`config.mk`:
```
export PLATFORM = sky130hd
export DESIGN_NAME = hs_ram_arbiter
export DESIGN_NICKNAME = d
export VERILOG_FILES = /design/src/rtl/hs_arb_pkg.sv /design/src/rtl/hs_ram_mux.sv /design/src/rtl/hs_ram_arbiter.sv
export SDC_FILE = /design/constraint.sdc
export NUM_CORES = 1
export LEC_CHECK = 0
export ABC_AREA = 1
export CAP_MARGIN = 10
export CORE_MARGIN = 2
export CORE_UTILIZATION = 30
export CTS_CLUSTER_SIZE = 14
export DETAILED_ROUTE_END_ITERATION = 7
export GPL_TIMING_DRIVEN = 0
export PLACE_DENSITY = 0.77
export SYNTH_ARGS = -nofsm -noshare
export SYNTH_HDL_FRONTEND = slang
export SYNTH_HIERARCHICAL = 1
export SYNTH_SLANG_ARGS = --single-unit
```
`constraint.sdc`:
```
create_clock -name clk_sys -period 1.1 [get_ports clk_sys]
set_input_delay 0.165 -clock clk_sys [delete_from_list [all_inputs] [get_ports clk_sys]]
set_output_delay 0.165 -clock clk_sys [all_outputs]
set_load 0.005 [all_outputs]
```
`src/rtl/hs_arb_pkg.sv`:
```
// rtl/hs_arb_pkg.sv - shared types and constants for the hiscore RAM arbiter
package hs_arb_pkg;

    // Ownership phases of the shared work RAM port
    typedef enum logic [1:0] {
        IDLE    = 2'd0,
        SETTLE  = 2'd1,
        GRANT   = 2'd2,
        RELEASE = 2'd3
    } arb_state_t;

    // Width of the settle down-counter; SETTLE_CYCLES must fit (1..15)
    localparam int SETTLE_W = 4;

    // RAM port owner select
    localparam logic SEL_CPU = 1'b0;
    localparam logic SEL_HS  = 1'b1;

endpackage

```
`src/rtl/hs_ram_mux.sv`:
```
// rtl/hs_ram_mux.sv - combinational RAM port selector between CPU and hiscore engine
module hs_ram_mux
    import hs_arb_pkg::*;
#(
    parameter int AW = 11
) (
    input  logic          sel,
    input  logic          we_en,
    input  logic [AW-1:0] cpu_addr,
    input  logic          cpu_we,
    input  logic [7:0]    cpu_wdata,
    input  logic [AW-1:0] hs_address,
    input  logic          hs_write,
    input  logic [7:0]    hs_data_in,
    output logic [AW-1:0] ram_addr,
    output logic          ram_we,
    output logic [7:0]    ram_wdata
);

    // Route the selected owner to the RAM; we_en gates writes during hand-over phases
    always_comb begin
        ram_addr  = cpu_addr;
        ram_wdata = cpu_wdata;
        ram_we    = 1'b0;
        if (sel == SEL_HS) begin
            ram_addr  = hs_address;
            ram_wdata = hs_data_in;
            ram_we    = we_en & hs_write;
        end else begin
            ram_we    = we_en & cpu_we;
        end
    end

endmodule

```
`src/rtl/hs_ram_arbiter.sv`:
```
// rtl/hs_ram_arbiter.sv - work RAM arbiter between game CPU and hiscore save/restore engine
module hs_ram_arbiter
    import hs_arb_pkg::*;
#(
    parameter int AW            = 11,
    parameter int SETTLE_CYCLES = 4
) (
    input  logic          clk_sys,
    input  logic          reset,
    input  logic          cpu_paused,
    input  logic [AW-1:0] cpu_addr,
    input  logic          cpu_we,
    input  logic [7:0]    cpu_wdata,
    output logic [7:0]    cpu_rdata,
    output logic          cpu_hold,
    input  logic          hs_access,
    input  logic          hs_write,
    input  logic [AW-1:0] hs_address,
    input  logic [7:0]    hs_data_in,
    output logic [7:0]    hs_data_out,
    output logic          hs_grant,
    output logic          hs_rvalid,
    output logic [AW-1:0] ram_addr,
    output logic          ram_we,
    output logic [7:0]    ram_wdata,
    input  logic [7:0]    ram_rdata,
    output logic          collision
);

    // Counter reload: the grant comes after SETTLE_CYCLES consecutive paused cycles
    localparam logic [SETTLE_W-1:0] SETTLE_LOAD = SETTLE_W'(SETTLE_CYCLES - 1);

    arb_state_t          state;
    arb_state_t          state_next;
    logic [SETTLE_W-1:0] settle_cnt;
    logic [SETTLE_W-1:0] settle_cnt_next;
    logic                mux_sel;
    logic                mux_we_en;
    logic                rd_pend;

    // Next-state, settle counter and RAM port ownership
    always_comb begin
        state_next      = state;
        settle_cnt_next = settle_cnt;
        mux_sel         = SEL_CPU;
        mux_we_en       = 1'b0;
        case (state)
            IDLE: begin
                mux_we_en = 1'b1;
                if (hs_access && cpu_paused) begin
                    state_next      = SETTLE;
                    settle_cnt_next = SETTLE_LOAD;
                end
            end
            SETTLE: begin
                if (!hs_access) begin
                    state_next = IDLE;
                end else if (!cpu_paused) begin
                    settle_cnt_next = SETTLE_LOAD;
                end else if (settle_cnt == '0) begin
                    state_next = GRANT;
                end else begin
                    settle_cnt_next = settle_cnt - 1'b1;
                end
            end
            GRANT: begin
                mux_sel   = SEL_HS;
                mux_we_en = 1'b1;
                if (!hs_access) begin
                    state_next = RELEASE;
                end
            end
            RELEASE: begin
                state_next = IDLE;
            end
            default: begin
                state_next = IDLE;
            end
        endcase
    end

    // State, counter, read pipeline and sticky collision flag
    always_ff @(posedge clk_sys or posedge reset) begin
        if (reset) begin
            state       <= IDLE;
            settle_cnt  <= '0;
            rd_pend     <= 1'b0;
            hs_rvalid   <= 1'b0;
            hs_data_out <= 8'h00;
            collision   <= 1'b0;
        end else begin
            state      <= state_next;
            settle_cnt <= settle_cnt_next;
            rd_pend    <= (state == GRANT) && !hs_write;
            // Only deliver read data that will land while the port is still granted
            if (rd_pend && (state == GRANT) && (state_next == GRANT)) begin
                hs_data_out <= ram_rdata;
                hs_rvalid   <= 1'b1;
            end else begin
                hs_rvalid   <= 1'b0;
            end
            if (cpu_we && (state != IDLE)) begin
                collision <= 1'b1;
            end
        end
    end

    assign hs_grant  = (state == GRANT);
    assign cpu_hold  = (state != IDLE);
    assign cpu_rdata = ram_rdata;

    hs_ram_mux #(
        .AW(AW)
    ) u_mux (
        .sel        (mux_sel),
        .we_en      (mux_we_en),
        .cpu_addr   (cpu_addr),
        .cpu_we     (cpu_we),
        .cpu_wdata  (cpu_wdata),
        .hs_address (hs_address),
        .hs_write   (hs_write),
        .hs_data_in (hs_data_in),
        .ram_addr   (ram_addr),
        .ram_we     (ram_we),
        .ram_wdata  (ram_wdata)
    );

endmodule

```
==> run summary <==
STATUS
--------------------------------------------------------------------------------------
Outcome                                                                   complete, but fails checks
Violated checks                                                           setup timing

FINISH
--------------------------------------------------------------------------------------
Final cell area excluding filler cells                                    0.00243 mm^2
Layout cell share with drive strength beyond 1                                   36.7%
Commonest cells after routing, fill and taps aside                        sky130_fd_sc_hd__clkdlybuf4s50_1 (43), sky130_fd_sc_hd__nand2_1 (37), sky130_fd_sc_hd__inv_1 (24)
ANT cells                                                                            0
Filler cell count in the final layout                                              324
Most common library cell in the layout ignoring fill and taps             sky130_fd_sc_hd__clkdlybuf4s50_1
NumNets Final                                                                      338
Synthesis-to-layout area growth                                                   110%

SETUP PATH
--------------------------------------------------------------------------------------
Reg-to-reg endpoint                                                       hs_data_out[6]
CP arrival                                                                     1.37 ns
Worst r2r src                                                                 state[1]
CP Max Fanout                                                                        5
Number of cells traversed by the worst register-to-register path                    10
CP Launch Type                                                               flip-flop
Kind of critical path                                                     flip-flop to output port
CP endpoint kind                                                           output port
Crit path from                                                                state[0]
Worst reg2reg setup slack                                                     -0.36 ns
CP Data Required Time                                                          0.94 ns

DRT
--------------------------------------------------------------------------------------
Routed WL per cell                                                             12.4 um
DRC violation count after routing                                                    0
Antenna violation net count after detailed routing                                   0
Drt via density                                                                   4.47
Detailed-routing iteration count for the pre-antenna-repair pass                     3
Iteration-0 DRC Markers                                                             29
Detailed-route via count                                                          1480
DRT Wirelength                                                                 4110 um

CLOCK TREE
--------------------------------------------------------------------------------------
Clock slew at the register clock pins of the worst setup and hold paths        0.07 ns
CTS buffer count                                                                     3
CTS tree                                                                           yes
Number of clock sinks                                                               17
Clock latency on the worst-skew pair                                           0.26 ns
Maximum clock insertion buffer count                                                 2
Deepest level of the CTS H-tree                                                      1
Root buffer cell                                                          sky130_fd_sc_hd__clkbuf_8

STA
--------------------------------------------------------------------------------------
Fin Hold WS                                                                   0.245 ns
Share of the clock period used by the worst path after layout                     139%
Number of pins with negative max-slew slack in the final report                      0
Worst Max-Slew Pin Slew                                                       0.645 ns
Setup repair after global routing missed its margin                               true
Slew Limit Headroom                                                              57.0%
Tmin final                                                                     1.53 ns
Count of final hold-check violations                                                 0
Final setup violation count                                                         37
Worst Setup Slack, final                                                     -0.433 ns
Peak clock frequency supported by timing                                     0.652 GHz
Worst Clk Skew                                                              0.00113 ns

PLACEMENT
--------------------------------------------------------------------------------------
Routability congestion estimate                                                  0.722
Detailed placer's ending HPWL                                                  2790 um
Buffers on Ports                                                                    91
DP Area                                                                   0.00217 mm^2

DIE
--------------------------------------------------------------------------------------
Starting density of the core                                                     31.4%
Area of the core                                                          0.00369 mm^2
Height of the chip                                                             66.1 um
Row Count                                                                           22
Floorplan die width                                                            66.1 um
Die ar.                                                                   0.00438 mm^2
Top-level port count                                                                92

GRT
--------------------------------------------------------------------------------------
GRT Util Overall                                                                 17.7%
Number of antenna violations at the first check in global routing                    0
Total global routing overflow                                                        0
Pin count of the biggest net entering global routing                                18
Wire length of the first global-routing pass                                   6000 um
Vias in the first global route                                                    1410

SYNTHESIS
--------------------------------------------------------------------------------------
Combined area of all synthesized cells                                    0.00116 mm^2
Mapped Cells                                                                       165
Number of storage elements in the synthesis netlist                                 17
Average cell area after synthesis                                            7.02 um^2
Count of warnings emitted by yosys                                                   6
Part of the Yosys area used for sequential elements                              36.7%
Number of distinct library cells after synthesis                                    23
Number of nets in the synthesized netlist                                          219

MIN PATH
--------------------------------------------------------------------------------------
Hold-critical path endpoint                                               hs_data_out[6]
Hold Path Cell Cnt                                                                   3
Start point of the worst hold path                                        ram_rdata[6]
Min-delay worst type                                                      input port to flip-flop

POWER AND IR DROP
--------------------------------------------------------------------------------------
Power density cells                                                       1470 mW/mm^2
Static Leak                                                                    1.25 nW
IR drop worst, VDD                                                            0.958 mV

RUN
--------------------------------------------------------------------------------------
Maximum Capacitance Violations                                                       0

-- critical path: stages, from the launching register on --
cell and delay (ns):
sky130_fd_sc_hd__dfrtp_1 0.40, sky130_fd_sc_hd__inv_2 0.08, sky130_fd_sc_hd__nand2_4 0.06, sky130_fd_sc_hd__inv_6 0.07
sky130_fd_sc_hd__buf_6 0.12, sky130_fd_sc_hd__buf_6 0.12, sky130_fd_sc_hd__nand2_1 0.06, sky130_fd_sc_hd__o21ai_1 0.07
sky130_fd_sc_hd__buf_2 0.13
-- layout make-up --
cell class	count	area (um^2)	area share (%)
plain buffers	12	105	4.33
clock buffers	3	41.3	1.70
clock inverters	1	5.00	0.206
inverters	31	129	5.31
multi-input cells	106	693	28.5
flip-flops and latches	17	425	17.5
well taps	48	60.1	2.47
repair buffers	113	970	39.9
-- cells by family after synthesis --
kind of cell    after synthesis  synth area share (%)
compound gates               25                  11.2
buf+inv                      43                  17.0
xor+xnor                      1                 0.756
flops                        17                  36.7
fa+ha+maj                     2                  2.16
simple gates                 77                  32.2
-- sequential cells by signal (all words and copies together), names as in the netlist --
signal / count
hs_data_out: 8
settle_cnt: 4
state: 2
collision: 1
hs_rvalid: 1
rd_pend: 1
-- synth_stat cells --
cell	instances	share of area [%]
sky130_fd_sc_hd__buf_2	4	1.7
sky130_fd_sc_hd__nand3_1	4	1.7
sky130_fd_sc_hd__buf_4	8	5.2
sky130_fd_sc_hd__nor2_2	1	0.54
sky130_fd_sc_hd__inv_2	4	1.3
sky130_fd_sc_hd__nand2_2	4	2.2
sky130_fd_sc_hd__nand4_2	1	1.1
sky130_fd_sc_hd__nand2_1	54	17
sky130_fd_sc_hd__xor2_1	1	0.76
sky130_fd_sc_hd__nand3_4	1	1.5
sky130_fd_sc_hd__ha_1	2	2.2
sky130_fd_sc_hd__clkinv_1	1	0.32
sky130_fd_sc_hd__or2_2	1	0.54
sky130_fd_sc_hd__o21ai_0	21	9.1
sky130_fd_sc_hd__dfrtp_1	17	37
sky130_fd_sc_hd__inv_1	26	8.4
sky130_fd_sc_hd__o21ai_1	2	0.86
sky130_fd_sc_hd__o31ai_1	1	0.65
sky130_fd_sc_hd__nor2_8	1	1.7
sky130_fd_sc_hd__nand2_4	1	0.97
sky130_fd_sc_hd__nand4_4	1	1.8
sky130_fd_sc_hd__a21o_1	1	0.65
sky130_fd_sc_hd__nor2_1	8	2.6
-- per-stage QoR --
stage / std cells / setup WS [ns] / util (%) / power (W) / TNS [ns]
detailed placement: 304 / -0.637 / 58.8 / 0.00261 / -19.88
global route: 331 / -0.492 / 65.8 / 0.00381 / -15.02
CTS: 324 / -0.429 / 61.7 / 0.00327 / -11.53
floorplan: 165 / -0.112 / - / 0.00173 / -1.03
global placement: 304 / -0.631 / 58.8 / 0.00258 / -19.44
finish: 331 / -0.433 / 65.8 / 0.00356 / -12.49
-- how the worst max path moves through the flow --
stage,cells after the start,endpoint
floorplan,10,hs_data_out[0]
global placement,6,ram_wdata[6]
detailed placement,6,ram_wdata[6]
CTS,8,ram_addr[8]
global route,8,ram_wdata[1]
finish,8,ram_addr[8]
-- power by group --
group	switching (W)	total (W)	leakage, nW	internal (W)
Combinational	0.00105	0.00219	1.01	0.00114
Sequential	0.000101	0.000888	0.215	0.000787
Clock	0.000232	0.000484	0.0255	0.000252
Total	0.00138	0.00356	1.25	0.00218
-- per-layer routing --
layer	vias up	share of wire [%]	global-route usage (%)
li1	728	-	-
met1	685	39	18.4
met2	63	50	34.3
met3	4	9.8	4.94
met4	0	0.78	4.59
met5	-	0	0
-- repair_timing --
action,4_1_cts,5_1_grt
resized for setup,152,38
setup endpoints to repair,53,40
endpoints found under the hold margin,0,0
pin swaps,13,10
gates cloned,4,1
hold buffers,0,0
setup buffers,12,7
Power figures use the tool's default switching activity.
